**config.mk**
```make
export PLATFORM = sky130hd
export DESIGN_NAME = serial2d_seq_ctrl
export DESIGN_NICKNAME = d
export VERILOG_FILES = /design/src/rtl/serial2d_pkg.sv /design/src/rtl/serial2d_step_gen.sv /design/src/rtl/serial2d_seq_ctrl.sv
export SDC_FILE = /design/constraint.sdc
export NUM_CORES = 1
export LEC_CHECK = 0
export CAP_MARGIN = 15
export CORE_MARGIN = 4
export CORE_UTILIZATION = 46
export DETAILED_ROUTE_END_ITERATION = 7
export GPL_ROUTABILITY_DRIVEN = 1
export PLACE_DENSITY = 0.76
export SKIP_CTS_REPAIR_TIMING = 1
export SLEW_MARGIN = 20
export SYNTH_ARGS = -nofsm -noshare
export SYNTH_HDL_FRONTEND = slang
export SYNTH_HIERARCHICAL = 1
export SYNTH_SLANG_ARGS = --single-unit
```
**constraint.sdc**
```tcl
create_clock -name clk_fast -period 3.8 [get_ports clk_fast]
set_input_delay 0.76 -clock clk_fast [delete_from_list [all_inputs] [get_ports clk_fast]]
set_output_delay 0.76 -clock clk_fast [all_outputs]
set_load 0.005 [all_outputs]
```
**src/rtl/serial2d_pkg.sv**
```systemverilog
// Shared types and mode decoding for the 2D bit-serial MAC sequencer.
package serial2d_pkg;

   typedef enum logic [3:0] {
      MODE_8X8  = 4'b0000,
      MODE_A8W4 = 4'b0001,
      MODE_A8W2 = 4'b0011,
      MODE_4X4  = 4'b0111,
      MODE_2X2  = 4'b1111
   } mode_e;

   // m = activation bits, n = weight bits
   typedef struct packed {
      logic [3:0] m;
      logic [3:0] n;
   } mn_t;

   function automatic logic mode_legal(input logic [3:0] mode);
      logic ok;
      case (mode)
         MODE_8X8, MODE_A8W4, MODE_A8W2, MODE_4X4, MODE_2X2: ok = 1'b1;
         default:                                            ok = 1'b0;
      endcase
      return ok;
   endfunction

   function automatic mn_t mode_to_mn(input logic [3:0] mode);
      mn_t r;
      case (mode)
         MODE_4X4:  r = '{m: 4'd4, n: 4'd4};
         MODE_2X2:  r = '{m: 4'd2, n: 4'd2};
         MODE_A8W4: r = '{m: 4'd8, n: 4'd4};
         MODE_A8W2: r = '{m: 4'd8, n: 4'd2};
         default:   r = '{m: 4'd8, n: 4'd8};
      endcase
      return r;
   endfunction

endpackage

```
**src/rtl/serial2d_step_gen.sv**
```systemverilog
// Diagonal (i, j) step generator: walks the m x n bit-pair schedule and
// registers the per-step selects and flags so they appear one cycle after
// the load/advance decision.
module serial2d_step_gen
   import serial2d_pkg::*;
(
   input  logic       clk_fast,
   input  logic       rst,
   input  logic       load,
   input  logic       adv,
   input  mn_t        mn_in,
   output logic [2:0] a_sel,
   output logic [2:0] w_sel,
   output logic       shift_ctr,
   output logic       sign_ctr,
   output logic       rst_mult,
   output logic       final_step
);

   logic [3:0] i_q, i_n;
   logic [2:0] j_q, j_n;
   logic [3:0] m_q, m_n, n_q, n_n;
   logic       last_q;
   logic       act_n;
   logic [3:0] nm1, fin_i;
   logic [2:0] hi_n;
   logic       last_n, fin_n, sign_n;

   // Next step: the outputs are registered, so flags are evaluated on the
   // upcoming (i, j) rather than the one currently presented.
   always_comb begin
      m_n   = m_q;
      n_n   = n_q;
      i_n   = '0;
      j_n   = '0;
      act_n = 1'b0;
      if (load) begin
         m_n   = mn_in.m;
         n_n   = mn_in.n;
         act_n = 1'b1;
      end else if (adv) begin
         act_n = 1'b1;
         if (last_q) begin
            i_n = i_q + 4'd1;
            // first j of diagonal i+1 is max(0, i+2-m)
            if (({1'b0, i_q} + 5'd2) > {1'b0, m_q})
               j_n = 3'({1'b0, i_q} + 5'd2 - {1'b0, m_q});
            else
               j_n = '0;
         end else begin
            i_n = i_q;
            j_n = j_q + 3'd1;
         end
      end
      nm1    = n_n - 4'd1;
      fin_i  = m_n + n_n - 4'd2;
      hi_n   = (i_n < nm1) ? i_n[2:0] : nm1[2:0];
      sign_n = act_n && ({1'b0, j_n} == nm1);
      last_n = act_n && (j_n == hi_n);
      fin_n  = act_n && (i_n == fin_i) && ({1'b0, j_n} == nm1);
   end

   // Counter and output registers; idle presents zeros with rst_mult high.
   always_ff @(posedge clk_fast or posedge rst) begin
      if (rst) begin
         i_q        <= '0;
         j_q        <= '0;
         m_q        <= '0;
         n_q        <= '0;
         last_q     <= 1'b0;
         a_sel      <= '0;
         w_sel      <= '0;
         shift_ctr  <= 1'b0;
         sign_ctr   <= 1'b0;
         rst_mult   <= 1'b1;
         final_step <= 1'b0;
      end else begin
         i_q        <= i_n;
         j_q        <= j_n;
         m_q        <= m_n;
         n_q        <= n_n;
         last_q     <= last_n;
         a_sel      <= act_n ? 3'(i_n - {1'b0, j_n}) : 3'd0;
         w_sel      <= act_n ? j_n : 3'd0;
         shift_ctr  <= last_n && !fin_n;
         sign_ctr   <= sign_n;
         rst_mult   <= !act_n || fin_n;
         final_step <= fin_n;
      end
   end

endmodule

```
**src/rtl/serial2d_seq_ctrl.sv**
```systemverilog
// Sequencer for the 2D bit-serial MAC: valid/ready operand intake,
// IDLE/RUN control and operand latching around the step generator.
module serial2d_seq_ctrl
   import serial2d_pkg::*;
#(
   parameter int MAX_WIDTH = 8
) (
   input  logic                 clk_fast,
   input  logic                 rst,
   input  logic [3:0]           mode,
   input  logic                 in_valid,
   output logic                 in_ready,
   input  logic [MAX_WIDTH-1:0] w_in,
   input  logic [MAX_WIDTH-1:0] a_in,
   output logic [MAX_WIDTH-1:0] w,
   output logic [MAX_WIDTH-1:0] a,
   output logic [2:0]           a_sel,
   output logic [2:0]           w_sel,
   output logic                 shift_ctr,
   output logic                 sign_ctr,
   output logic                 rst_mult,
   output logic                 busy,
   output logic                 done,
   output logic                 mode_err
);

   typedef enum logic {S_IDLE, S_RUN} state_e;

   state_e state_q, state_n;
   logic   final_step;
   logic   accept;
   logic   adv;

   assign mode_err = !mode_legal(mode);
   assign in_ready = ((state_q == S_IDLE) || final_step) && !mode_err;
   assign accept   = in_valid && in_ready;
   assign adv      = (state_q == S_RUN) && !final_step;
   assign busy     = (state_q == S_RUN);
   assign done     = final_step;

   serial2d_step_gen u_step_gen (
      .clk_fast   (clk_fast),
      .rst        (rst),
      .load       (accept),
      .adv        (adv),
      .mn_in      (mode_to_mn(mode)),
      .a_sel      (a_sel),
      .w_sel      (w_sel),
      .shift_ctr  (shift_ctr),
      .sign_ctr   (sign_ctr),
      .rst_mult   (rst_mult),
      .final_step (final_step)
   );

   // Next-state: an accept on the final step chains straight into a new run.
   always_comb begin
      state_n = state_q;
      case (state_q)
         S_IDLE: if (accept) state_n = S_RUN;
         S_RUN:  if (final_step && !accept) state_n = S_IDLE;
         default: state_n = S_IDLE;
      endcase
   end

   // State register.
   always_ff @(posedge clk_fast or posedge rst) begin
      if (rst) state_q <= S_IDLE;
      else     state_q <= state_n;
   end

   // Operand latch on accept; held otherwise.
   always_ff @(posedge clk_fast or posedge rst) begin
      if (rst) begin
         w <= '0;
         a <= '0;
      end else if (accept) begin
         w <= w_in;
         a <= a_in;
      end
   end

endmodule

```
; Word-level counts from Yosys, hierarchy flattened
; Index checks and enable logic that the tools add are counted.
[totals]
ff_bits = 43
in_bits = 23
out_inout_bits = 29
elab_cells = 69
[classes]
n_addsub = 8
magnitude_cmp = 2
n_eq_ne = 7
n_mux = 19
n_bitwise = 1
n_reduce_logical = 18
[op_table]
columns = operator, count
row1 = 8-bit case mux with 4 select lines, 1
row2 = 3-bit 2-to-1 mux, 7
row3 = 4-bit 2-to-1 mux, 5
row4 = 1-bit logical AND, 9
row5 = 3-bit subtractor, 2
row6 = "4-bit by 2-bit adder with 5-bit output, second input constant", 1
row7 = 5-bit by 4-bit > comparator with 1-bit output, 1
row8 = 1-bit logical NOT, 5
row9 = 1-bit 2-to-1 mux, 5
row10 = 5-bit OR reduction, 1
row11 = "4-bit by 1-bit adder with 4-bit output, second input constant", 1
row12 = 4-bit adder, 1
row13 = 3-bit by 4-bit == test with 1-bit output, 1
row14 = "4-bit by 1-bit == test with 1-bit output, second input constant", 1
row15 = "4-bit by 2-bit == test with 1-bit output, second input constant", 1
row16 = "4-bit by 3-bit == test with 1-bit output, second input constant", 1
row17 = 4-bit == test, 1
row18 = "4-bit == test, second input constant", 1
row19 = 4-bit logical NOT, 1
row20 = 4-bit less-than comparator, 1
row21 = "4-bit by 1-bit subtractor with 4-bit output, second input constant", 1
row22 = "4-bit by 2-bit subtractor with 4-bit output, second input constant", 1
row23 = "3-bit by 1-bit adder with 3-bit output, second input constant", 1
row24 = 3-bit == test, 1
row25 = 3 further kinds, 4

; Longest topological paths before layout
[logic_depth]
depth_word = 13
ltp_mapped = 18
depth_no_buf = 16

; Modules after synthesis
; Netlist, hierarchy kept.
[modules_own_cells]
columns = mod, instances, cells_per_inst, area_each_um2, seq_area_each_um2
row1 = serial2d_step_gen, 1, 163, 1717.9, 651.9
row2 = serial2d_seq_ctrl, 1, 57, 782.0, 425.4

; Worst setup path after synthesis
; No wires, ideal clock.
[synth_timing]
path_kind = in2reg
from = input mode[3]
to = register u_step_gen.shift_ctr
setup_ns = 0.094
arrival_time_ns = 3.983
required_time_ns = 3.706
slack_ns = -0.277
stages = 17
n_path_buf = 2
path_cell_list = nor2b_1 -> nor4_4 -> nand2_4 -> buf_6 -> inv_1 -> buf_4 -> mux2i_1 -> inv_1 -> ha_1 -> ha_1 -> fa_1 -> xor2_1 -> xnor2_1 -> xnor2_1 -> xnor2_1 -> and4_1 -> a211oi_1
[synth_via]
elab_chain_cells = 13
elab_cells_between_ends = 28
classes_between = add/sub (3) / order compare (1) / eq/ne (7) / mux (8) / reduce/logical (9)
[synth_lines]
columns = item, line_no
row1 = start: declaration, serial2d_seq_ctrl.sv:10  ; input logic [3:0] mode,
row2 = "4-bit by 2-bit == test with 1-bit output, or another cell as far along", serial2d_pkg.sv:20  ; case (mode)
row3 = 5-bit OR reduction *, serial2d_pkg.sv:20
row4 = 1-bit 2-to-1 mux *, serial2d_pkg.sv:20
row5 = 1-bit logical AND *, serial2d_seq_ctrl.sv:35  ; assign in_ready = ((state_q == S_IDLE) || final_step) && !mode_err;
row6 = named net in_ready, serial2d_seq_ctrl.sv:12  ; output logic in_ready,
row7 = 1-bit logical AND *, serial2d_seq_ctrl.sv:36  ; assign accept = in_valid && in_ready;
row8 = named net accept, serial2d_seq_ctrl.sv:31  ; logic accept;
row9 = 4-bit 2-to-1 mux *, serial2d_step_gen.sv:37  ; if (load) begin
row10 = named net u_step_gen.n_n[0], serial2d_step_gen.sv:22  ; logic [3:0] m_q, m_n, n_q, n_n;
row11 = 4-bit adder, serial2d_step_gen.sv:56  ; fin_i = m_n + n_n - 4'd2;
row12 = 4-bit by 2-bit subtractor with 4-bit output, serial2d_step_gen.sv:56
row13 = 4-bit == test, serial2d_step_gen.sv:60  ; fin_n = act_n && (i_n == fin_i) && ({1'b0, j_n} == nm1);
row14 = 1-bit logical AND (2 in series), serial2d_step_gen.sv:60
row15 = 1-bit logical NOT, serial2d_step_gen.sv:85  ; shift_ctr <= last_n && !fin_n;
row16 = 1-bit logical AND *, serial2d_step_gen.sv:85
row17 = end signal: assignment, serial2d_step_gen.sv:85
row18 = end: declaration, serial2d_step_gen.sv:14  ; output logic shift_ctr,
; The timed path passes the listed nets; every way through them passes the cells marked *.
; A chain may end at the register's enable or synchronous reset.

; Worst setup path in the final report
[layout_timing]
from = input mode[0]
to = register u_step_gen.final_step
[layout_via]
elab_chain_cells = 11
elab_cells_between_ends = 22
classes_between = add/sub (3) / eq/ne (6) / mux (7) / reduce/logical (6)
[layout_lines]
columns = item, line_no
row1 = "4-bit by 2-bit == test with 1-bit output, or another cell as far along", "serial2d_pkg.sv:20, serial2d_pkg.sv:29"
row2 = 5-bit OR reduction, serial2d_pkg.sv:20
row3 = 1-bit 2-to-1 mux, serial2d_pkg.sv:20
row4 = 1-bit logical AND, serial2d_seq_ctrl.sv:35
row5 = 1-bit logical AND, serial2d_seq_ctrl.sv:36
row6 = 4-bit 2-to-1 mux, serial2d_step_gen.sv:37
row7 = 4-bit adder, serial2d_step_gen.sv:56
row8 = 4-bit by 2-bit subtractor with 4-bit output, serial2d_step_gen.sv:56
row9 = 4-bit == test, serial2d_step_gen.sv:60
row10 = 1-bit logical AND, serial2d_step_gen.sv:60
row11 = 1-bit logical AND *, serial2d_step_gen.sv:60
row12 = named net u_step_gen.fin_n, serial2d_step_gen.sv:27  ; logic last_n, fin_n, sign_n;
row13 = end signal: assignment, serial2d_step_gen.sv:88  ; final_step <= fin_n;
row14 = end: declaration, serial2d_step_gen.sv:17  ; output logic final_step
; Marked as above.

==> impl_results.md <==
* Die height at 81.7 um
* Worst Setup End Kind: flip-flop
* Area fraction of the dominant cell type after synthesis at 42.0%
* Int Power at between 2 and 2.5 mW
* Largest stage delay, worst path at 0.52 ns
* Num CTS Buffers at 5
* Final RePlAce weighted congestion at approximately 0.82
* Async set or reset register ratio after synthesis at 100%
* #FFs+latches synth at 43
* Worst path cell trace: clkdlybuf4s50_1 > buf_4 > nand2_1 > nor3_1 > mux2i_4 > ha_1 > inv_1 > ha_2 > fa_2 > xor2_1 > xnor2_1 > xnor2_1 > xnor2_1 > nand4_1 > nor2_1
* Die X at 81.7 um
* Htree depth at 2
* Primary FF master, synth: dfrtp_1
* DRT iter0 DRCs at 72
* Via count at 1,922
* Cell count after synthesis at 220
* I/O pin count at 52
* Reg2reg setup slack at 0.60 ns
* Final number of hold-violating endpoints at 0
* EDFF count, synth at 0
* CP Class: input pin to flip-flop
* Clock share of power at 10.8%
* Logic pwr share at 65.8%
* CP max stage cell: clkdlybuf4s50_1
* Max-cap violations at 0
* Status: complete, no violations
* Seq pwr share at 23.3%
* Die Footprint at 0.00668 sq mm
* Share of cells above drive strength 1 at 27.9%
* Maximum clock path buffer count at 2
* Total congestion overflow at 0
* Fmax at 276 MHz
* DRC viols at 0
* Slew HR at between 50% and 60%
* Switching Share at 38.7%
* Crit-path most repeated cell: xnor2_1
* Hold path cells at 1
* Yosys top cell by area: dfrtp_1
* Net Sw Power at 1.32 mW
* Area occupied by multi-input gates at between 0.001 and 0.0015 sq mm
* Worst IR Drop VDD at ~0.00066 V
* Worst path buffer plus inverter count at 3
* Worst-margin pin slew at around 0.65 ns
* Pre-antenna DRT Iters at 4
* Antenna violations before repair at 0
* Sink Count at 43
* R2R cell count at 16
* Std cell rows at 26
* Worst skew pair latency at 0.30 ns
* WL final at between 5 and 6 mm
* FF-to-FF End: u_step_gen/final_step
* PortBufs at 51
* Post-layout util at 69.2%
* Final Critical Period at 3.62 ns
* FF/Latch Area at 0.00108 sq mm
* Sequential area share after synthesis at 43.1%
* CP delay by family, top: adder cells
* Ant. Diodes at 0
* DR WL/cell at 15.8 um
* Critical R2R Launch: u_step_gen/final_step
* Final ANT Viol Nets at 0
* Initial core utilization at between 40% and 50%
* Final setup violation count at 0
* Pin count of the biggest net entering global routing at 27
* Pwr/cell area at 955 mW/mm^2
* CTS root buf: clkbuf_8
* Top cells by count, synth: 42 x dfrtp_1, 26 x inv_1, 16 x ha_1, 16 x nor2_1, 15 x xnor2_1
* Area growth syn-to-layout at 43.2%
* Most common cell in the netlist: dfrtp_1
* Arrival time at the worst endpoint at 3.85 ns
* First-pass GRT wire length at 9.73 mm
* Fin Hold WS at ~0.50 ns
* Detailed Place HPWL at 4.53 mm
* Worst hold start: w[4]
* WHS Endpoint: w[4]
* Hold Crit Class: flip-flop to flip-flop
* Worst Path Required at 4.02 ns
* Period utilisation layout at 95.3%
* Vias in the first global route at 1,992
* Clock-pin slew on the worst setup and hold paths at 0.08 ns
* Core footprint at 0.00517 sq mm
* CTS tree: built
* Area contributors post-synth: dfrtp_1 42%, ha_1 8.0%, xnor2_1 5.3%
* Clock skew at slightly above 0.003 ns
* Synthesized cell area at approximately 0.0025 sq mm
* CP Launch Type: input pin
* GRT Overall Usage at 19.4%
* Crit path max fanout at 5
* Fin. max-slew vios at 0
* Count of different cell masters after synthesis at 52
* Leak Pwr at 1.70 nW
* Vias per inst at 5.08
* Nets@finish at 349
* Syn Area/Cell at between 10 and 15 sq um
* Warnings, synthesis at 6
* RSZ-0062 raised after global routing: no
* # fillers at 360
## kinds of logic (layout without fill, tap and decap cells)
kind of cell    after synthesis  count (layout)  share of synthesized area [%]
fa+ha+maj                    19              19                           10.4
compound gates               23              23                           7.76
simple gates                 58              58                           14.2
other cells                   1               2                          0.150
buf+inv                      31             118                           5.21
mux                          24              24                           11.9
flops                        43              43                           43.1
xor+xnor                     21              21                           7.36
## how the worst max path moves through the flow
stage	to	start	depth (start not counted)
2_1_floorplan	u_step_gen/shift_ctr	mode[2]	17
3_3_place_gp	u_step_gen/shift_ctr	mode[1]	17
3_5_place_dp	u_step_gen/shift_ctr	mode[1]	17
4_1_cts	u_step_gen/shift_ctr	mode[1]	17
5_1_grt	u_step_gen/shift_ctr	mode[0]	16
6_report	u_step_gen/final_step	mode[0]	15
## cell usage in the layout, fill, tap and decap left out, types with 2 or more instances in the layout
cell | synthesis | final
clkdlybuf4s50_1 | 0 | 48
dfrtp_1 | 42 | 42
buf_4 | 1 | 30
inv_1 | 26 | 23
nor2_1 | 16 | 16
xnor2_1 | 15 | 14
ha_1 | 16 | 12
mux2_4 | 8 | 9
nand2_1 | 6 | 6
clkbuf_8 | 0 | 6
nand3_1 | 5 | 5
mux2_1 | 5 | 5
xor2_1 | 6 | 5
nor2b_1 | 7 | 4
nor3_1 | 5 | 4
mux2_2 | 5 | 4
nand3b_1 | 4 | 4
ha_2 | 0 | 4
dlymetal6s2s_1 | 0 | 3
mux2i_4 | 0 | 3
mux2i_1 | 5 | 3
a21oi_1 | 4 | 3
nor2b_4 | 0 | 2
nand2b_1 | 2 | 2
o21a_1 | 2 | 2
conb_1 | 1 | 2
inv_2 | 1 | 2
and4_1 | 2 | 2
a211oi_2 | 1 | 2
a21bo_2 | 2 | 2
nand4_1 | 2 | 2
fa_1 | 3 | 2
## routing by layer
| layer | global-route usage [%] | vias to the layer above | routed length [um] |
|---|---|---|---|
| met3 | 3.18 | 12 | 131 |
| li1 | - | 918 | - |
| met1 | 24.1 | 967 | 2590 |
| met5 | 0 | - | 0 |
| met2 | 33.8 | 25 | 3140 |
| met4 | 6.64 | 0 | 109 |
## flip-flops by register name (all words and copies together) (netlist names)
| register | flops |
|---|---|
| u_step_gen/last_q | 1 |
| u_step_gen/m_q | 4 |
| u_step_gen/j_q | 3 |
| u_step_gen/sign_ctr | 1 |
| u_step_gen/final_step | 1 |
| a | 8 |
| u_step_gen/i_q | 4 |
| u_step_gen/shift_ctr | 1 |
| u_step_gen/rst_mult | 1 |
| w | 8 |
| busy | 1 |
| u_step_gen/n_q | 4 |
| u_step_gen/w_sel | 3 |
| u_step_gen/a_sel | 3 |
## metrics by stage
stage | worst slack (ns) | instances | setup TNS [ns] | area (sq um) | total power [mW]
after floorplan | 0.0105 | 221 | 0 | 2540 | 2.15
after global placement | -0.225 | 366 | -0.617 | 3320 | 2.87
after detailed placement | -0.298 | 366 | -0.931 | 3320 | 2.94
after CTS | -0.00773 | 374 | -0.00773 | 3440 | 3.34
after global routing | 0.0159 | 378 | 0 | 3580 | 3.72
final | 0.178 | 378 | 0 | 3580 | 3.42
## final cells by class
cell class	instances	area share [%]
Inverter	27	3.04
Multi-Input combinational cell	147	39.1
Clock inverter	2	0.978
Clock buffer	6	2.31
Timing Repair Buffer	83	22.1
Sequential cell	43	30.1
Tap cell	70	2.45
## power groups by stage
stage / clock [mW] / combinational, mW / sequential, mW
4_1_cts: 0.380 / 2.17 / 0.794
3_5_place_dp: 0 / 2.14 / 0.800
3_3_place_gp: 0 / 2.08 / 0.793
6_report: 0.371 / 2.25 / 0.798
5_1_grt: 0.397 / 2.50 / 0.824
2_1_floorplan: 0 / 1.36 / 0.783
No activity file was read; power rests on OpenSTA's default activity.
